--- src/rtl/sram_rr_arbiter_if.sv ---
// sram_rr_arbiter_if
//   Requester-side bus of sram_rr_arbiter: packed per-requester request
//   fields plus the shared read-response return path.
//
//   req_valid  [NREQ]         request valid per requester
//   req_ready  [NREQ]         request accepted this cycle (at most one bit set)
//   req_wmode  [NREQ]         1 = write, 0 = read
//   req_addr   [NREQ*ADDR_W]  requester i at [i*ADDR_W +: ADDR_W]
//   req_wdata  [NREQ*DATA_W]  requester i at [i*DATA_W +: DATA_W]
//   rsp_valid  [NREQ]         one-hot read-response strobe, no back-pressure
//   rsp_rdata  [DATA_W]       read data, meaningful while any rsp_valid bit is set
//
//   Handshake: a request transfers on a rising clk edge where req_valid[i] and
//   req_ready[i] are both high. Once req_valid[i] is raised, wmode/addr/wdata
//   of requester i stay stable until that transfer. req_ready never depends on
//   anything but req_valid and the arbiter's own state. rsp_valid is a
//   one-cycle strobe that the requester must take when it appears.
interface sram_rr_arbiter_if #(
   parameter int NREQ   = 2,
   parameter int ADDR_W = 12,
   parameter int DATA_W = 8
) ();
   logic [NREQ-1:0]        req_valid;
   logic [NREQ-1:0]        req_ready;
   logic [NREQ-1:0]        req_wmode;
   logic [NREQ*ADDR_W-1:0] req_addr;
   logic [NREQ*DATA_W-1:0] req_wdata;
   logic [NREQ-1:0]        rsp_valid;
   logic [DATA_W-1:0]      rsp_rdata;

   modport master (
      output req_valid, req_wmode, req_addr, req_wdata,
      input  req_ready, rsp_valid, rsp_rdata
   );

   modport slave (
      input  req_valid, req_wmode, req_addr, req_wdata,
      output req_ready, rsp_valid, rsp_rdata
   );
endinterface

--- src/rtl/sram_rr_arbiter.sv ---
// sram_rr_arbiter
//   Round-robin arbiter/sequencer sharing one sram_wrapper (1RW macro with
//   registered wdata and rdata) among NREQ requesters. One request is accepted
//   per cycle; read data returns to the issuing requester three cycles later.
//
//   clk        single clock (also the sram_wrapper RW0_clk)
//   rst        synchronous reset, active-high
//   bus        requester bus (slave side), see sram_rr_arbiter_if
//   RW0_addr   address to sram_wrapper (registered, valid with RW0_en)
//   RW0_wdata  write data to sram_wrapper, presented one cycle ahead of RW0_en
//   RW0_en     access enable to sram_wrapper
//   RW0_wmode  1 = write, 0 = read, to sram_wrapper
//   RW0_rdata  read data from sram_wrapper
//   rd_cnt     accepted reads, saturating
//   wr_cnt     accepted writes, saturating
module sram_rr_arbiter #(
   parameter int NREQ   = 2,
   parameter int ADDR_W = 12,
   parameter int DATA_W = 8,
   parameter int STAT_W = 32
) (
   input  logic                 clk,
   input  logic                 rst,
   sram_rr_arbiter_if.slave     bus,
   output logic [ADDR_W-1:0]    RW0_addr,
   output logic [DATA_W-1:0]    RW0_wdata,
   output logic                 RW0_en,
   output logic                 RW0_wmode,
   input  logic [DATA_W-1:0]    RW0_rdata,
   output logic [STAT_W-1:0]    rd_cnt,
   output logic [STAT_W-1:0]    wr_cnt
);
   localparam int PTR_W = $clog2(NREQ);

   // One read-tracking slot: set for an accepted read, carrying its requester.
   typedef struct packed {
      logic             valid;
      logic [PTR_W-1:0] id;
   } trk_t;

   logic [PTR_W-1:0]  ptr;
   logic [PTR_W-1:0]  cand;
   logic [PTR_W-1:0]  grant_idx;
   logic              grant_any;
   logic              acc_wmode;
   logic [ADDR_W-1:0] acc_addr;
   logic [DATA_W-1:0] acc_wdata;
   logic              en_q;
   logic              wmode_q;
   trk_t              trk_q [3];

   // First valid requester at or after ptr, wrapping modulo NREQ.
   always_comb begin
      grant_any = 1'b0;
      grant_idx = '0;
      cand      = '0;
      for (int k = 0; k < NREQ; k++) begin
         cand = PTR_W'((int'(ptr) + k) % NREQ);
         if (!grant_any && bus.req_valid[cand]) begin
            grant_any = 1'b1;
            grant_idx = cand;
         end
      end
      if (rst) grant_any = 1'b0;
   end

   always_comb begin
      bus.req_ready = '0;
      if (grant_any) bus.req_ready[grant_idx] = 1'b1;
   end

   assign acc_wmode = bus.req_wmode[grant_idx];
   assign acc_addr  = bus.req_addr[int'(grant_idx)*ADDR_W +: ADDR_W];
   assign acc_wdata = bus.req_wdata[int'(grant_idx)*DATA_W +: DATA_W];

   // The wrapper registers wdata internally, so write data leaves in the accept
   // cycle while en/addr leave one cycle later; the macro then sees all three
   // together.
   assign RW0_wdata = (grant_any && acc_wmode) ? acc_wdata : '0;

   always_ff @(posedge clk) begin
      if (rst) begin
         ptr      <= '0;
         en_q     <= 1'b0;
         wmode_q  <= 1'b0;
         RW0_addr <= '0;
         rd_cnt   <= '0;
         wr_cnt   <= '0;
         for (int k = 0; k < 3; k++) trk_q[k] <= '0;
      end else begin
         en_q     <= grant_any;
         wmode_q  <= grant_any && acc_wmode;
         trk_q[0] <= '{valid: grant_any && !acc_wmode, id: grant_idx};
         trk_q[1] <= trk_q[0];
         trk_q[2] <= trk_q[1];
         if (grant_any) begin
            RW0_addr <= acc_addr;
            ptr      <= (int'(grant_idx) == NREQ-1) ? '0 : grant_idx + 1'b1;
            if (acc_wmode) begin
               if (wr_cnt != '1) wr_cnt <= wr_cnt + 1'b1;
            end else begin
               if (rd_cnt != '1) rd_cnt <= rd_cnt + 1'b1;
            end
         end
      end
   end

   // Gating with rst keeps a write accepted just before reset from reaching the
   // macro, since the macro samples en at the end of the reset cycle.
   assign RW0_en    = en_q & ~rst;
   assign RW0_wmode = wmode_q & ~rst;

   // Stage 2 lines up with the wrapper's registered read data.
   always_comb begin
      bus.rsp_valid = '0;
      if (trk_q[2].valid && !rst) bus.rsp_valid[trk_q[2].id] = 1'b1;
   end

   assign bus.rsp_rdata = RW0_rdata;
endmodule

--- src/flat_wrapper.sv ---
// flat-port wrapper written by rule: the top's interface ports become plain ports
module sram_rr_arbiter_flat 
#(
   parameter int NREQ   = 2,
   parameter int ADDR_W = 12,
   parameter int DATA_W = 8,
   parameter int STAT_W = 32
)
  (clk, rst, RW0_addr, RW0_wdata, RW0_en, RW0_wmode, RW0_rdata, rd_cnt, wr_cnt, bus_req_valid, bus_req_wmode, bus_req_addr, bus_req_wdata, bus_req_ready, bus_rsp_valid, bus_rsp_rdata);
  sram_rr_arbiter_if #(.NREQ(NREQ), .ADDR_W(ADDR_W), .DATA_W(DATA_W)) bus_i ();
  input  logic clk;
  input  logic rst;
  output logic [ADDR_W-1:0] RW0_addr;
  output logic [DATA_W-1:0] RW0_wdata;
  output logic RW0_en;
  output logic RW0_wmode;
  input  logic [DATA_W-1:0] RW0_rdata;
  output logic [STAT_W-1:0] rd_cnt;
  output logic [STAT_W-1:0] wr_cnt;
  input wire logic [$bits(bus_i.req_valid)-1:0] bus_req_valid;
  input wire logic [$bits(bus_i.req_wmode)-1:0] bus_req_wmode;
  input wire logic [$bits(bus_i.req_addr)-1:0] bus_req_addr;
  input wire logic [$bits(bus_i.req_wdata)-1:0] bus_req_wdata;
  output wire logic [$bits(bus_i.req_ready)-1:0] bus_req_ready;
  output wire logic [$bits(bus_i.rsp_valid)-1:0] bus_rsp_valid;
  output wire logic [$bits(bus_i.rsp_rdata)-1:0] bus_rsp_rdata;
  assign bus_i.req_valid = bus_req_valid;
  assign bus_i.req_wmode = bus_req_wmode;
  assign bus_i.req_addr = bus_req_addr;
  assign bus_i.req_wdata = bus_req_wdata;
  assign bus_req_ready = bus_i.req_ready;
  assign bus_rsp_valid = bus_i.rsp_valid;
  assign bus_rsp_rdata = bus_i.rsp_rdata;
  sram_rr_arbiter #(.NREQ(NREQ), .ADDR_W(ADDR_W), .DATA_W(DATA_W), .STAT_W(STAT_W)) u_core (.clk(clk), .rst(rst), .bus(bus_i), .RW0_addr(RW0_addr), .RW0_wdata(RW0_wdata), .RW0_en(RW0_en), .RW0_wmode(RW0_wmode), .RW0_rdata(RW0_rdata), .rd_cnt(rd_cnt), .wr_cnt(wr_cnt));
endmodule
--- config.mk ---
export PLATFORM = sky130hd
export DESIGN_NAME = sram_rr_arbiter_flat
export DESIGN_NICKNAME = d
export VERILOG_FILES = /design/src/rtl/sram_rr_arbiter_if.sv /design/src/rtl/sram_rr_arbiter.sv /design/src/flat_wrapper.sv
export SDC_FILE = /design/constraint.sdc
export NUM_CORES = 1
export LEC_CHECK = 0
export BUFFER_PORTS_ARGS = -buffer_cell sky130_fd_sc_hd__buf_2
export CORE_MARGIN = 1
export CORE_UTILIZATION = 54
export CTS_CLUSTER_DIAMETER = 150
export DETAILED_ROUTE_END_ITERATION = 6
export GPL_TIMING_DRIVEN = 0
export PLACE_DENSITY = 0.88
export SLEW_MARGIN = 15
export SYNTH_ARGS = -nofsm -noshare
export SYNTH_HDL_FRONTEND = slang
export SYNTH_SLANG_ARGS = --single-unit
--- constraint.sdc ---
create_clock -name clk -period 4 [get_ports clk]
set_input_delay 0.6 -clock clk [delete_from_list [all_inputs] [get_ports clk]]
set_output_delay 0.6 -clock clk [all_outputs]
set_load 0.005 [all_outputs]
## After elaboration in Yosys (flattened, before gate mapping)

Memory sizes are Yosys's and may differ from the RTL's.
Cells that the tools add are included.

- Logic and storage cells: 65
- Output and inout port bits: 98
- RAM bits: 6
- Register bits after elaboration: 79
- Memories kept: 1

- Reduce and logical (&&, ||, !) cells: 11
- $add $sub $neg: 4
- Shift operators: 2
- Magnitude comparators: 6
- Eq/ne operators: 2
- Multiplexer cells: 25
- Bitwise operators: 7
- Multiply operators: 1

Memories:

| name | words | bits a word | read ports | clocked after memory_dff | write ports | RTL line | RTL |
|---|---|---|---|---|---|---|---|
| u_core.trk_q | 3 | 2 | 3 | 0 | 3 | sram_rr_arbiter.sv:50 | `trk_t trk_q [3];` |

Operator list:

| operator | count |
|---|---|
| 32-bit by 1-bit adder with 32-bit output, second input constant | 2 |
| 32-bit != test, second input constant | 2 |
| 24-bit by 32-bit variable part select with 12-bit output | 1 |
| 1-bit 2-to-1 mux | 17 |
| 16-bit by 5-bit variable part select with 8-bit output | 1 |
| 2-bit 2-to-1 mux | 5 |
| 1-bit by 2-bit < comparator with 1-bit output, second input constant | 4 |
| 8-bit 2-to-1 mux | 1 |
| 1-bit logical AND | 6 |
| 3-bit AND reduction | 2 |
| 1-bit zero test | 3 |
| 1-bit by 2-bit multiplier with 3-bit output, second input constant | 1 |
| 1-bit OR | 3 |
| 1-bit adder, second input constant | 2 |
| 1-bit AND | 2 |
| 1-bit demux with 1-bit select | 2 |
| 1-bit greater-or-equal comparator, second input constant | 2 |
| 1-bit NOT | 2 |

## Logic depth before layout (Yosys ltp)

- Depth after elaboration: 11
- Mapped depth: 9
- Gate-level depth less buffers: 6

## Least setup slack after synthesis

OpenSTA, ideal clock, no wires.

- Path type: input port to flip-flop
- Start point: input port bus_req_valid[1]
- End point: register u_core.wr_cnt[21]
- Arrival time: 2.292 ns
- Cell stages on the path: 7
- Required time: 3.879 ns
- Buffers on the path: 2
- Slack: 1.587 ns
- Cell sequence: buf_2 > a21boi_1 > a32oi_1 > or4_1 > buf_2 > nor4b_1 > mux2_2

- Cells in the longest elaborated chain, start to end: 9
- Elaborated cells between the ends (all ways): 14
- Those cells by class: mux (11); reduce/logical (3)

Ends and longest elaborated chain:

| what | RTL line | RTL |
|---|---|---|
| from (decl) | flat_wrapper.sv:20 | `input wire logic [$bits(bus_i.req_valid)-1:0] bus_req_valid;` |
| 1-bit 2-to-1 mux (implied by the code) (2 in series) | sram_rr_arbiter.sv:59 | `if (!grant_any && bus.req_valid[cand]) begin` |
| 1-bit 2-to-1 mux | sram_rr_arbiter.sv:59 |  |
| 1-bit zero test | sram_rr_arbiter.sv:59 |  |
| 1-bit logical AND | sram_rr_arbiter.sv:59 |  |
| 1-bit 2-to-1 mux | sram_rr_arbiter.sv:59 |  |
| 1-bit 2-to-1 mux (implied by the code) (2 in series) | sram_rr_arbiter.sv:72 | `assign acc_wmode = bus.req_wmode[grant_idx];` |
| 3-bit AND reduction (no line) * | -- |  |
| to (signal assigned) | sram_rr_arbiter.sv:100 | `if (wr_cnt != '1) wr_cnt <= wr_cnt + 1'b1;` |
| to (decl) | sram_rr_arbiter.sv:31 | `output logic [STAT_W-1:0] wr_cnt` |

Mark *: on every way between the ends. The rest lies on a longest branch, timed or not. The select of a mux whose other input is x is not followed.
A chain may end at the register's enable or synchronous reset.

## Final worst setup path

- Start point: input port rst
- End point: output port RW0_wdata[1]

- Cells in the longest elaborated chain, start to end: 3

Ends and longest elaborated chain:

| what | RTL line | RTL |
|---|---|---|
| from (decl) | flat_wrapper.sv:12 | `input logic rst;` |
| 1-bit 2-to-1 mux | sram_rr_arbiter.sv:64 | `if (rst) grant_any = 1'b0;` |
| 1-bit logical AND | sram_rr_arbiter.sv:79 | `assign RW0_wdata = (grant_any && acc_wmode) ? acc_wdata : '0;` |
| 8-bit 2-to-1 mux | sram_rr_arbiter.sv:79 |  |
| to (decl) | flat_wrapper.sv:14 | `output logic [DATA_W-1:0] RW0_wdata;` |

Every way passes these cells.

==> results_dict.tcl <==
set metrics [dict create \
    critPathMaxFanout 10 \
    cts_made_buffers 9 \
    via_count 4833 \
    crit_path_start_kind "primary input" \
    placed_cell_area_um2 5206 \
    final_net_count 739 \
    hold_buffers 0 \
    slowest_stage "clkbuf_1" \
    yosysTopAreaCell "dfxtp_1" \
    fp.dieW_um 91.99 \
    p_leak_nw 2.194 \
    syn_nets 587 \
    p_int_mw 1.294 \
    period_share 0.7483 \
    setup_viol 0 \
    synthCells 531 \
    drt_first_pass_iters 5 \
    worstMarginPinSlew_ns 0.6705 \
    status "completed" \
    track_usage 0.2908 \
    worstSkewPairLatency_ns 0.37 \
    use_met2 0.5019 \
    holdPathEnd "u_core.trk_q[0][3]" \
    core_um2 7767 \
    cts_setup_buffers 0 \
    ys_async_sr_fraction 0 \
    whs_ns 0.4319 \
    combPwrFrac 0.078 \
    finalHoldViolations 0 \
    clk_pin_slew_ns 0.08 \
    portBuffers 141 \
    syn_avg_cell_area_um2 8.235 \
    reg2reg_from "u_core.rd_cnt[10]" \
    antenna_found_initial 0 \
    yosysMostFrequentCell "dfxtp_1" \
    min_path_type "reg -> reg" \
    diodes 0 \
    r2r-end "u_core.rd_cnt[1]" \
    grt-ovfl-total 0 \
    wirelength_mm 12.35 \
    finalInstanceArea_um2 5436 \
    critPathTopFamily "buffers and inverters" \
    finalWeightedCongestion 0.8785 \
    worstPathRequired_ns 3.40 \
    switching_share 0.2411 \
    start_util 0.5630 \
    hp-start "u_core.trk_q[0][1]" \
    grt_pass1_vias 4198 \
    fillers 634 \
    max-cap-violations 0 \
    rr_worst_depth 8 \
    r2r_slack_ns 1.42 \
    htree_levels 3 \
    grt_pass1_wl_mm 19.83 \
    cts_resized 0 \
    skew_ns 0.01566 \
    ys_seq_area_frac 0.3891 \
    end_kind "output pin" \
    hold_depth 1 \
    ys_types 47 \
    peakVddDrop_mv 0.2201 \
    drc 0 \
    netlist_area_um2 4373 \
    cts-root-buf "clkbuf_8" \
    pwr-share-seq 0.511 \
    die_h_um 91.99 \
    post_drt_via_cell_ratio 6.118 \
    switchingPower_mw 0.4111 \
    drt_iter0_drc 371 \
    yosysWarnings 0 \
    p_per_area_nw_per_um2 313.6 \
    layout.cells.non_filler 790 \
    tns_ns 0 \
    crit_path_cell_trace "clkbuf_1 > inv_1 > clkbuf_1 > nand2_1 > clkbuf_1 > a21oi_1 > buf_2" \
    crit_arrival_ns 2.39 \
    grt_use_met3 0.03731 \
    final_layout_size_suffix_gt1_frac 0.2791 \
    syn2layout_area_growth_pct 24.32 \
    dp_hpwl_mm 9.088 \
    critPathBufInv 5 \
    clock.fmax_ghz 0.3341 \
    worstSetupPathType "in -> out" \
    yosys.area.top_type_share 0.3891 \
    slew_headroom 0.5500 \
    cts_buffer_depth 2 \
    cts_tree "yes" \
    slowest_delay_ns 0.45 \
    ys.flop_type "dfxtp_1" \
    cpMostUsedCell "clkbuf_1" \
    synth_common_cells "dfxtp_1 (85), a21oi_1 (49), nand2_1 (48)" \
    design.die.area_um2 8462 \
    rsz0062_at_grt "false" \
    io_pins 152 \
    wl_per_cell_um 15.64 \
    placed_cells 774 \
    grtUsageMet1 0.3691 \
    num_rows 32 \
    drv_slew 0 \
    synthTopCellsByArea "dfxtp_1 (39%), a21oi_1 (5.6%), or4_1 (5.3%)" \
    busiest_layer "met2" \
    synth_edf_count 0 \
    ant_nets 0 \
    grt_max_degree 16 \
    cts_num_sinks 85 \
    post-route-util 0.6999 \
    clock_power_share 0.411 \
    fin_crit_ns 2.993 \
    synth-seq-cells 85 \
]
-- power by group through the flow --
stage	clock, mW	sequential (mW)	combinational (mW)
2_1_floorplan	0	0.890	0.0698
3_3_place_gp	0	0.890	0.130
3_5_place_dp	0	0.890	0.133
4_1_cts	0.703	0.870	0.134
5_1_grt	0.738	0.872	0.148
6_report	0.700	0.871	0.134
-- worst reg2reg max path: stages, from the launching register on --
cell      delay, ns
dfxtp_1        0.45
nand4_1        0.23
nor4_2         0.56
and3_1         0.25
clkbuf_1       0.22
buf_2          0.26
buf_2          0.26
o21ai_0        0.10
a21oi_1        0.16
-- logic make-up after synthesis --
kind of cell / share of synthesized area
simple gates: 0.2847
flops: 0.3891
fa+ha+maj: 0.005722
compound gates: 0.2089
buf+inv: 0.06352
mux: 0.04807
-- cells in the final DEF, fill, tap and decap left out, types with 24 or more instances in the layout --
cell | netlist | layout
clkbuf_1 | 24 | 24
or4_1 | 31 | 31
o21ai_0 | 25 | 25
nand2_1 | 48 | 48
a21oi_1 | 49 | 49
nor2_1 | 24 | 24
dfxtp_1 | 85 | 85
buf_2 | 6 | 147
o31ai_1 | 29 | 29
nand3_1 | 24 | 24
-- layout make-up --
type                    instances  area (µm²)  share of cell area
flip-flops and latches         85        1702              0.3130
repair buffers                141       705.7              0.1298
inverters                      16       60.06             0.01105
clock buffers                  10       137.6             0.02532
multi-input cells             384        2394              0.4403
plain buffers                  46       217.7             0.04005
well taps                     102       127.6             0.02348
clock inverters                 6       92.59             0.01703
-- stage by stage --
stage               setup WS (ns)  total power, mW
floorplan                   1.587           0.9603
global placement            1.068            1.020
detailed placement          1.044            1.024
CTS                         1.050            1.707
global route               0.9127            1.758
finish                      1.007            1.705
-- sequential cells by signal, indices dropped and copies added (netlist names) --
signal,cells
u_core.RW0_addr,12
u_core.trk_q,6
u_core.ptr,1
u_core.wr_cnt,32
u_core.en_q,1
u_core.wmode_q,1
u_core.rd_cnt,32
-- worst max path at each step --
stage                     cells after the start              from           endpoint
after floorplan                               7  bus_req_valid[1]  u_core.wr_cnt[21]
after global placement                        6               rst   bus_rsp_valid[1]
after detailed placement                      6               rst   bus_rsp_valid[1]
after CTS                                     6               rst   bus_rsp_valid[1]
after global routing                          7               rst       RW0_wdata[1]
final                                         7               rst       RW0_wdata[1]
-- layer usage --
layer,vias to the layer above,routed length [µm]
met5,-,0
met4,0,234
met3,21,877
met2,241,5951
met1,2266,5288
li1,2305,-
Note: power is estimated with default switching activity, not from simulation.
